<file path="src/rtl/ins_mem_writer_pkg.sv">
// Shared definitions for the instruction-memory writer: FSM encodings,
// memory geometry and byte-lane width.
package ins_mem_writer_pkg;

  localparam int MEM_BYTES_DEFAULT = 128;
  localparam int ADDR_W            = 7;
  localparam int LANE_W            = 8;
  localparam int WORD_W            = 32;
  localparam int COUNT_W           = 6;

  typedef enum logic [1:0] {
    ST_IDLE   = 2'd0,
    ST_ACCEPT = 2'd1,
    ST_WRITE  = 2'd2,
    ST_DONE   = 2'd3
  } wr_state_t;

endpackage

</file>
<file path="src/rtl/ins_mem_writer_word_serializer.sv">
// Holds one captured 32-bit instruction word and presents it one byte at a
// time, most significant byte first, under control of a 2-bit byte index.
module word_serializer
  import ins_mem_writer_pkg::*;
(
  input  logic              CLK,
  input  logic              RST_n,
  input  logic              load,
  input  logic              advance,
  input  logic [WORD_W-1:0] word_in,
  output logic [LANE_W-1:0] byte_out,
  output logic [1:0]        byte_idx,
  output logic              last_byte
);

  logic [WORD_W-1:0] word_q;

  // Capture the word on load; step the byte index while writing.
  always_ff @(posedge CLK or negedge RST_n) begin
    if (!RST_n) begin
      word_q   <= '0;
      byte_idx <= 2'd0;
    end else if (load) begin
      word_q   <= word_in;
      byte_idx <= 2'd0;
    end else if (advance) begin
      byte_idx <= byte_idx + 2'd1;
    end
  end

  // Big-endian lane select.
  always_comb begin
    byte_out = word_q[31:24];
    case (byte_idx)
      2'd0: byte_out = word_q[31:24];
      2'd1: byte_out = word_q[23:16];
      2'd2: byte_out = word_q[15:8];
      2'd3: byte_out = word_q[7:0];
      default: byte_out = word_q[31:24];
    endcase
  end

  assign last_byte = (byte_idx == 2'd3);

endmodule

</file>
<file path="src/rtl/ins_mem_writer.sv">
// Loads a stream of 32-bit instruction words into a byte-wide instruction
// memory, blocking instruction fetch for the duration of the session.
//
//   state  | meaning
//   -------+-----------------------------------------------------------
//   IDLE   | waiting for start; fetch allowed
//   ACCEPT | in_ready=1, waiting for an instruction word handshake
//   WRITE  | four byte strobes of the captured word, MSB byte first
//   DONE   | one-cycle done pulse, then back to IDLE
module ins_mem_writer
  import ins_mem_writer_pkg::*;
#(
  parameter int MEM_BYTES = MEM_BYTES_DEFAULT
) (
  input  logic               CLK,
  input  logic               RST_n,
  input  logic               start,
  input  logic [ADDR_W-1:0]  base_addr,
  input  logic               in_valid,
  input  logic [WORD_W-1:0]  in_data,
  input  logic               in_last,
  output logic               in_ready,
  output logic               mem_we,
  output logic [ADDR_W-1:0]  mem_addr,
  output logic [LANE_W-1:0]  mem_wdata,
  output logic               InsMemRW,
  output logic               busy,
  output logic               done,
  output logic [COUNT_W-1:0] word_count,
  output logic               overflow
);

  localparam logic [7:0] MEM_LIM = 8'(MEM_BYTES);

  wr_state_t         state, state_next;
  logic [ADDR_W-1:0] addr;
  logic [ADDR_W-1:0] addr_adv;
  logic [7:0]        addr_sum;
  logic              last_q;
  logic              handshake;
  logic              byte_end;
  logic [LANE_W-1:0] ser_byte;
  logic [1:0]        byte_idx;

  assign handshake = (state == ST_ACCEPT) && in_valid;
  assign byte_end  = (state == ST_WRITE) && (byte_idx == 2'd3);
  assign addr_sum  = {1'b0, addr} + 8'd4;
  assign addr_adv  = (addr_sum >= MEM_LIM) ? 7'(addr_sum - MEM_LIM) : addr_sum[6:0];

  word_serializer u_ser (
    .CLK       (CLK),
    .RST_n     (RST_n),
    .load      (handshake),
    .advance   (state == ST_WRITE),
    .word_in   (in_data),
    .byte_out  (ser_byte),
    .byte_idx  (byte_idx),
    .last_byte ()
  );

  // State register.
  always_ff @(posedge CLK or negedge RST_n) begin
    if (!RST_n) state <= ST_IDLE;
    else        state <= state_next;
  end

  // Next-state logic.
  always_comb begin
    state_next = state;
    case (state)
      ST_IDLE:   if (start) state_next = ST_ACCEPT;
      ST_ACCEPT: if (in_valid) state_next = ST_WRITE;
      ST_WRITE: begin
        if (byte_idx == 2'd3) begin
          if (last_q || (addr_adv == '0)) state_next = ST_DONE;
          else                            state_next = ST_ACCEPT;
        end
      end
      ST_DONE:   state_next = ST_IDLE;
      default:   state_next = ST_IDLE;
    endcase
  end

  // Session address, word counter, sticky overflow and captured last flag.
  always_ff @(posedge CLK or negedge RST_n) begin
    if (!RST_n) begin
      addr       <= '0;
      word_count <= '0;
      overflow   <= 1'b0;
      last_q     <= 1'b0;
    end else begin
      if ((state == ST_IDLE) && start) begin
        addr       <= {base_addr[6:2], 2'b00};
        word_count <= '0;
        overflow   <= 1'b0;
      end
      if (handshake) last_q <= in_last;
      if (byte_end) begin
        addr       <= addr_adv;
        word_count <= word_count + 6'd1;
        if (!last_q && (addr_adv == '0)) overflow <= 1'b1;
      end
    end
  end

  // Outputs are decoded straight from the state so reset clears them at once.
  always_comb begin
    in_ready  = (state == ST_ACCEPT);
    mem_we    = (state == ST_WRITE);
    busy      = (state != ST_IDLE);
    InsMemRW  = (state != ST_IDLE);
    done      = (state == ST_DONE);
    mem_addr  = '0;
    mem_wdata = '0;
    if (state == ST_WRITE) begin
      mem_addr  = addr + {5'd0, byte_idx};
      mem_wdata = ser_byte;
    end
  end

endmodule

</file>
<file path="config.mk">
export PLATFORM = sky130hd
export DESIGN_NAME = ins_mem_writer
export DESIGN_NICKNAME = d
export VERILOG_FILES = /design/src/rtl/ins_mem_writer_pkg.sv /design/src/rtl/ins_mem_writer_word_serializer.sv /design/src/rtl/ins_mem_writer.sv
export SDC_FILE = /design/constraint.sdc
export NUM_CORES = 1
export LEC_CHECK = 0
export CAP_MARGIN = 20
export CORE_ASPECT_RATIO = 0.7
export CORE_MARGIN = 5
export CORE_UTILIZATION = 51
export DETAILED_ROUTE_END_ITERATION = 7
export PLACE_DENSITY = 0.85
export REMOVE_ABC_BUFFERS = 1
export SLEW_MARGIN = 20
export SYNTH_ARGS = -nofsm -noshare
export SYNTH_HDL_FRONTEND = slang
export SYNTH_SLANG_ARGS = --single-unit
</file>
<file path="constraint.sdc">
create_clock -name CLK -period 3 [get_ports CLK]
set_input_delay 0.3 -clock CLK [delete_from_list [all_inputs] [get_ports CLK]]
set_output_delay 0.3 -clock CLK [all_outputs]
set_load 0.01 [all_outputs]
</file>
==> metrics, run 1 <==
status=finished clean; met2 GRT Util=between 20% and 30%; Worst-Skew Late Latency=300 ps; Flop pwr share=roughly 40%; initial drt markers=around 160; drt pass-1 iters=5; first-pass GRT wire length=8.804 mm; leading area contributor after synthesis=dfrtp_1; core area=around 4800 um2; clk root buf=clkbuf_8; final hold vios=0; Setup TNS=0 ps; clk slew on worst S/H paths=around 80 ps; Psw=around 1.0 mW; Mapped Area=2512 um2; worst setup path start=u_ser.byte_idx[0]; Detailed Route WL=between 5 and 6 mm; Resized cells post-CTS=0; FMAX=approximately 0.38 GHz; die height=slightly below 70 um; Synth Register Bits=between 40 and 50; layout cell share with drive strength beyond 1=between 15 and 20%; switch share=about 34%; GPL Wtd Cong=around 0.79; clock skew=between 9 and 10 ps; period utilization=just under 90%; post-route DRC violation count=0; met3 Track Usage GR=~3.6%; clock buffer depth=2; Max H-tree Level=2; Tmin final=approximately 2600 ps; vias per cell=~5.4; Internal Power=1.951 mW; hold buffer count at CTS=0; Initial Util=between 50 and 60%; Avg Synthesized Cell Area=about 11 um2; Final HPWL DP=about 4.0 mm; largest net degree at the start of global routing=50; CP Class=reg -> out; Seq/Total Area, Yosys=approximately half; vias in the first global route=roughly 1800; standby leakage power=1.390 nW; area delta synth->final=31.42%; RSZ-0062 raised after global routing=no; Slew headroom=between 40% and 50%; met1 usage=between 20% and 30%; RR Endpoint=addr[2]; Netlist cell types=39; CP max FO=16; IO Pins=approximately 70; most frequent cells after synthesis=dfrtp_1, mux2_2, nand2_1, nor2_1; Post-DP Area=around 3200 um2; WL per Instance=about 16 um; CTS tree=done; Slew @ Worst Pin=a little under 800 ps; worst ir drop on vdd=just under 0.5 mV; predominant post-synthesis flop cell=dfrtp_1; top-area cell type share of the netlist area=between 40 and 50%; worst-case reg-to-reg path depth=4; Logic pwr share=around 43%; HP Class=in -> async; Worst R2R Setup Slack=930 ps; max-slew violation count=0; power density of the placed cells=between 800 and 900 nW/um2; GRT busiest layer=met2; Global Route Usage Sum=about 18%; number of flops mapped to enable cells by yosys=0; grt ovf=0; TritonCTS Buffers=5; Max-Cap Viols=0; Ys Warns=0; die width=93.89 um; antenna-violating nets left=0; Worst Path Required=about 2700 ps; antenna violations before repair=0; post-route design area=between 3000 and 4000 um2; endpoint class of the critical path=output port; I/O Buffers=68; Cells after Synth=roughly 220; FF-to-FF Start=u_ser.byte_idx[1]; most common cell in the netlist=dfrtp_1; Synth area leaders=dfrtp_1, mux2_2, ha_1, a222oi_1, nand2_1; FP Rows=21; Post-CTS Setup Inserts=0; Nets=~330; ys async rst share=100.0%; Worst EP arrival=between 2000 and 2500 ps; Ant. Diodes=0; CTS sink count=roughly 50; DIE AREA=6453 um2; via count=1874; Worst Setup Start Kind=register; final setup vio count=0; Clk pwr share=16.3%
-- sequential cells by signal, summed over array words and instances, names as in the netlist --
register        count
addr                5
u_ser.byte_idx      2
last_q              1
word_count          6
state               2
overflow            1
u_ser.word_q       32
-- metal layers --
layer | share of wire, % | vias up | routed length [um]
met4 | 1.2 | 0 | 65
li1 | - | 905 | -
met1 | 45 | 912 | 2509
met2 | 48 | 52 | 2640
met3 | 5.7 | 5 | 314
met5 | 0 | - | 0
-- how the worst max path moves through the flow --
stage               cells after the start            to  slack (ps)
floorplan                               2        last_q         970
global placement                        6  mem_wdata[3]         760
detailed placement                      6  mem_wdata[3]         730
CTS                                     6  mem_wdata[2]         370
global route                            6  mem_wdata[2]         200
finish                                  6  mem_wdata[2]         380
-- logic make-up (layout without fill, tap and decap cells) --
family                   count (synthesis)  after routing  share of synthesized area (%)
AND/OR/NAND/NOR                         64             64                          12.85
flip-flops                              49             49                          48.80
multiplexers                            38             38                          16.83
AO/OA/AOI/OAI                           34             34                          10.86
buffers and inverters                   21             83                          5.129
adder cells (fa/ha/maj)                  8              8                          3.984
XOR/XNOR                                 4              4                          1.395
other                                    1              1                         0.1493
-- final cells by class --
type | count | area, um2
Clock buffer | 7 | 86.33
Clock inverter | 1 | 30.03
Fill cell | 362 | 1480
Inverter | 4 | 15.01
Multi-Input combinational cell | 149 | 1157
Sequential cell | 49 | 1226
Tap cell | 69 | 86.33
Timing Repair Buffer | 71 | 700.7
-- worst max-delay path, cell delays in order, from the launching register on --
cell and delay [ps]:
dfrtp_1 430, inv_1 120, ha_1 530, nand2_1 100, o21a_1 130, nor2_1 140
clkdlybuf4s50_1 570
-- layout by cell type, fill, tap and decap left out, types with 4 or more instances in the layout --
| cell type | netlist | final |
|---|---|---|
| inv_1 | 4 | 4 |
| ha_1 | 8 | 8 |
| o21a_1 | 8 | 8 |
| nand3_1 | 7 | 7 |
| a222oi_1 | 8 | 8 |
| nand2_1 | 18 | 18 |
| nand2b_1 | 5 | 5 |
| buf_4 | 5 | 4 |
| clkdlybuf4s50_1 | 0 | 67 |
| and2_1 | 4 | 4 |
| clkbuf_8 | 0 | 6 |
| mux2i_1 | 4 | 4 |
| mux2_2 | 34 | 34 |
| dfrtp_1 | 49 | 49 |
| nor2_1 | 16 | 16 |
| nand4_1 | 4 | 4 |
-- stage by stage --
| step | worst slack [ps] | power [mW] | instances | util (%) | hold WS [ps] |
|---|---|---|---|---|---|
| 2_1_floorplan | 972.7 | 1.980 | 202 | - | 4.409 |
| 3_3_place_gp | 757.7 | 2.435 | 342 | 66.56 | 462.0 |
| 3_5_place_dp | 734.6 | 2.483 | 342 | 66.56 | 466.3 |
| 4_1_cts | 368.6 | 2.981 | 350 | 69.00 | 227.3 |
| 5_1_grt | 200.5 | 3.169 | 350 | 69.05 | 56.69 |
| 6_report | 378.3 | 2.958 | 350 | 69.05 | 4.281 |
-- power groups by stage --
stage / registers [mW] / logic [mW] / clock network [mW]
6_report: 1.22 / 1.26 / 0.482
5_1_grt: 1.26 / 1.38 / 0.527
4_1_cts: 1.21 / 1.27 / 0.498
3_5_place_dp: 1.23 / 1.26 / 0
3_3_place_gp: 1.21 / 1.23 / 0
2_1_floorplan: 1.16 / 0.824 / 0
No activity file was read; power rests on OpenSTA's default activity.
==> inputs of run 2 (changes only) <==
Settings changed: CAP_MARGIN 20 to 15, CTS_CLUSTER_SIZE from default to 28, HOLD_SLACK_MARGIN from default to 0.08.
==> metrics, run 2 (synthesized netlist as in run 1, its figures left out) <==
status=finished clean; Worst-Skew Late Latency=300 ps (about the same); hold_ws=475.9 ps (+471.6 ps); final setup vio count=0 (unchanged); Initial Util=52.54% (unchanged); Post-DP Area=3183 um2 (unchanged); largest register by flop count=u_ser.word_q; top flop regs=u_ser.word_q x32, word_count x6, addr x5; Slew @ Worst Pin=797.9 ps (+4.746 ps); WL per Instance=15.95 um (+0.94%); Slew headroom=46.65% (-0.32 points); commonest cells after routing, fill and taps aside=clkdlybuf4s50_1, dfrtp_1, mux2_2; TritonCTS Buffers=5 (unchanged); standby leakage power=1.394 nW (+0.30%); period utilization=86.59% (-0.80 points); antenna-violating nets left=0 (unchanged); die width=93.89 um (unchanged); post-route design area=3312 um2 (+0.30%); CP max FO=16 (unchanged); hold buffer count at CTS=0 (unchanged); Max H-tree Level=2 (unchanged); first-pass GRT wire length=8.804 mm (unchanged); I/O Buffers=68 (unchanged); most common cell after layout, fill and taps aside=clkdlybuf4s50_1; HP Class=reg -> reg; worst setup path start=u_ser.byte_idx[0]; initial drt markers=146 (-7.0%); Resized cells post-CTS=0 (unchanged); area delta synth->final=31.82%; GPL Wtd Cong=0.7866 (unchanged); Worst EP arrival=2300 ps (-20 ps); layout cell share with drive strength beyond 1=17.73% (-0.063 points); Global Route Usage Sum=17.95% (unchanged); max-slew violation count=0 (unchanged); die height=68.73 um (unchanged); Final HPWL DP=3.987 mm (unchanged); endpoint class of the critical path=output port; Max-Cap Viols=0 (unchanged); clock buffer depth=2 (unchanged); FMAX=0.3850 GHz (+0.93%); Ant. Diodes=0 (unchanged); CTS tree=done; Place WS=734.6 ps (unchanged); utilization after layout=69.26% (+0.21 points); final hold vios=0 (unchanged); core area=4782 um2 (unchanged); largest net degree at the start of global routing=50 (unchanged); power density of the placed cells=895.3 nW/um2 (about the same); slack of the critical path=402.4 ps (+24.04 ps); grt ovf=0 (unchanged); clk root buf=clkbuf_8; CTS sink count=49 (unchanged); IO Pins=71 (unchanged); post-route DRC violation count=0 (unchanged); clock skew=12.58 ps (+2.686 ps); DIE AREA=6453 um2 (unchanged); RSZ-0062 raised after global routing=no; CP Class=reg -> out; antenna violations before repair=0 (unchanged); Worst Setup Start Kind=register; FF-to-FF Start=u_ser.byte_idx[1]; worst ir drop on vdd=0.4855 mV (about the same); max reg flops=32 (unchanged); HP Start=word_count[5]; vias per cell=5.342 (-0.23%); FP Rows=21 (unchanged); clk slew on worst S/H paths=90 ps (about the same); Nets=333 (+0.30%); vias in the first global route=1806 (unchanged); Worst Path Required=2700 ps (about the same); Detailed Route WL=5.597 mm (+1.2%); Post-CTS Setup Inserts=0 (unchanged); drt pass-1 iters=5 (unchanged); via count=1875 (+0.053%); Setup TNS=0 ps (unchanged); Tmin final=2598 ps (-24.04 ps)
[run 2: layer usage]
layer | global-route usage, % | part of all wire, %
met1 | 24.31 | 45
met2 | 29.09 | 48
met3 | 3.579 | 6.1
met4 | 6.486 | 1.2
met5 | 0 | 0
[run 2: per-stage QoR]
| stage | std cells | total power, mW |
|---|---|---|
| after CTS | 350 | 2.981 |
| final | 351 | 2.965 |
| after global placement | 342 | 2.435 |
| after detailed placement | 342 | 2.483 |
| after floorplan | 202 | 1.980 |
| after global routing | 351 | 3.170 |
[run 2: worst paths after layout]
| kind | endpoint | slack, ps | cells after the start |
|---|---|---|---|
| max in group asynchronous | u_ser.word_q[3] | 2030 | 2 |
| max | mem_wdata[2] | 400 | 6 |
| min in group asynchronous | word_count[5] | 550 | 2 |
| max reg2reg | addr[2] | 920 | 4 |
| min | word_count[5] | 480 | 1 |
| min reg2reg | word_count[5] | 480 | 1 |
[run 2: cell type report]
class	instances	area [um2]
fillers	361	1470
flip-flops and latches	49	1226
multi-input cells	149	1157
repair buffers	72	710.7
clock buffers	7	86.33
well taps	69	86.33
clock inverters	1	30.03
inverters	4	15.01
[run 2: critical path, stage by stage, from the launching register on]
cell	delay, ps
dfrtp_1	430
inv_1	120
ha_1	530
nand2_1	100
o21a_1	130
nor2_1	130
clkdlybuf4s50_1	560
[run 2: power breakdown]
group          switching (mW)  internal (mW)  leakage (nW)
Sequential              0.260          0.961         0.595
Clock                   0.213          0.272        0.0585
Combinational           0.540          0.719         0.741
Total                    1.01           1.95          1.39
==> inputs of run 3 (changes only) <==
Settings changed: SETUP_SLACK_MARGIN from default to 0.05, SLEW_MARGIN 20 to 10.
==> metrics, run 3 (synthesized netlist as in run 1, its figures left out) <==
HP Class=reg -> reg; clk root buf=clkbuf_8; Slew headroom=46.50% (-0.15 points); Worst-Skew Late Latency=300 ps (about the same); area delta synth->final=32.52%; FF-to-FF Start=u_ser.byte_idx[1]; most common cell after layout, fill and taps aside=clkdlybuf4s50_1; Global Route Usage Sum=17.95% (unchanged); Ant. Diodes=0 (unchanged); Worst Hold End=word_count[5]; endpoint class of the critical path=output port; CP Cell Sequence=inv_1 -> ha_1 -> nand2_1 -> o21a_1 -> nor2_1 -> clkdlybuf4s50_1; Setup TNS=0 ps (unchanged); Worst EP arrival=2330 ps (+30 ps); Place WS=734.6 ps (unchanged); drt pass-1 iters=4 (-1); slack of the critical path=372.1 ps (-30.27 ps); RR Endpoint=addr[2]; initial drt markers=142 (-2.7%); FMAX=0.3805 GHz (-1.2%); FP Rows=21 (unchanged); core area=4782 um2 (unchanged); vias in the first global route=1806 (unchanged); Nets=334 (+0.30%); Tmin final=2628 ps (+30.27 ps); worst-case reg-to-reg path depth=4 (unchanged); max-slew violation count=0 (unchanged); Crit. path cell count=6 (unchanged); first-pass GRT wire length=8.804 mm (unchanged); status=finished clean; CP top delay family=buffers and inverters; I/O Buffers=68 (unchanged); Worst Path Required=2700 ps (about the same); hold_ws=475.0 ps (-0.8580 ps); clock buffer depth=2 (unchanged); period utilization=87.60% (+1.0 points); CTS tree=done; IO Pins=71 (unchanged); CP Class=reg -> out; die height=68.73 um (unchanged); vias per cell=5.364 (+0.41%); final hold vios=0 (unchanged); grt ovf=0 (unchanged); Initial Util=52.54% (unchanged); Max H-tree Level=2 (unchanged); Worst Path Buf+Inv=2 (unchanged); Detailed Route WL=5.662 mm (+1.2%); GPL Wtd Cong=0.7866 (unchanged); max reg flops=32 (unchanged); Layout fillers=357 (-1.1%); Slew @ Worst Pin=800.1 ps (+2.275 ps); commonest cells after routing, fill and taps aside=clkdlybuf4s50_1, dfrtp_1, mux2_2; post-route DRC violation count=0 (unchanged); largest register by flop count=u_ser.word_q; via count=1888 (+0.69%); power density of the placed cells=893.4 nW/um2 (-0.21%); clk slew on worst S/H paths=90 ps (about the same); CP max FO=16 (unchanged); antenna-violating nets left=0 (unchanged); CP max stage delay=560 ps (about the same); Post-CTS Setup Inserts=0 (unchanged); RSZ-0062 raised after global routing=no; Worst R2R Setup Slack=920 ps (about the same); TritonCTS Buffers=5 (unchanged); worst setup path start=u_ser.byte_idx[0]; Worst Setup Start Kind=register; utilization after layout=69.62% (+0.37 points); HP Start=word_count[5]; area occupied by multi-input gates=1157 um2 (unchanged); clock skew=9.437 ps (-3.139 ps); DIE AREA=6453 um2 (unchanged); Final HPWL DP=3.987 mm (unchanged); standby leakage power=1.403 nW (+0.61%); Max-Cap Viols=0 (unchanged); WL per Instance=16.09 um (+0.87%); Post-DP Area=3183 um2 (unchanged); post-route design area=3329 um2 (+0.53%); die width=93.89 um (unchanged); number of cells on the worst hold path=1 (unchanged); largest net degree at the start of global routing=50 (unchanged); CP max stage cell=clkdlybuf4s50_1; worst ir drop on vdd=0.4946 mV (+1.9%); top flop regs=u_ser.word_q x32, word_count x6, addr x5; CTS sink count=49 (unchanged); antenna violations before repair=0 (unchanged); register area=1226 um2 (unchanged); final setup vio count=0 (unchanged); layout cell share with drive strength beyond 1=18.02% (+0.29 points)
## run 3: cell count changes in the layout (fill, tap and decap cells not counted), sizes merged
cell | previous run | this run
buf | 4 | 5
## run 3: what timing repair did
item / CTS / global route
hold buffers: 0 / 1
gates resized for setup: 0 / 0
endpoints found under the hold margin: 0 / 23
## run 3: routing by layer
| layer | up-vias | GRT usage (%) | share of wire [%] |
|---|---|---|---|
| met4 | 0 | 6.486 | 1.1 |
| met3 | 5 | 3.579 | 6.8 |
| met1 | 910 | 24.31 | 44 |
| li1 | 913 | - | - |
| met5 | - | 0 | 0 |
| met2 | 60 | 29.09 | 48 |
## run 3: how the worst max path moves through the flow
stage | endpoint | slack (ps)
2_1_floorplan | last_q | 970
3_3_place_gp | mem_wdata[3] | 760
3_5_place_dp | mem_wdata[3] | 730
4_1_cts | mem_wdata[2] | 370
5_1_grt | mem_wdata[2] | 200
6_report | mem_wdata[3] | 370
## run 3: worst register-to-register path, stage by stage (launching register included)
cell,delay [ps]
dfrtp_1,430
ha_1,480
and3b_1,590
nor2_1,160
a221o_1,320
## run 3: layout make-up
type / count / area share, %
flip-flops and latches: 49 / 36.83
multi-input cells: 149 / 34.76
repair buffers: 73 / 21.87
clock buffers: 7 / 2.593
well taps: 69 / 2.593
clock inverters: 1 / 0.9019
inverters: 4 / 0.4510
## run 3: report_power, final
group	switching [mW]	internal [mW]	total (mW)
Sequential	0.259	0.961	1.22
Clock	0.216	0.272	0.488
Combinational	0.545	0.721	1.27
Total	1.02	1.95	2.97
## run 3: through the flow
step	total power [mW]	instances
2_1_floorplan	1.980	202
3_3_place_gp	2.435	342
3_5_place_dp	2.483	342
4_1_cts	2.981	350
5_1_grt	3.178	352
6_report	2.975	352
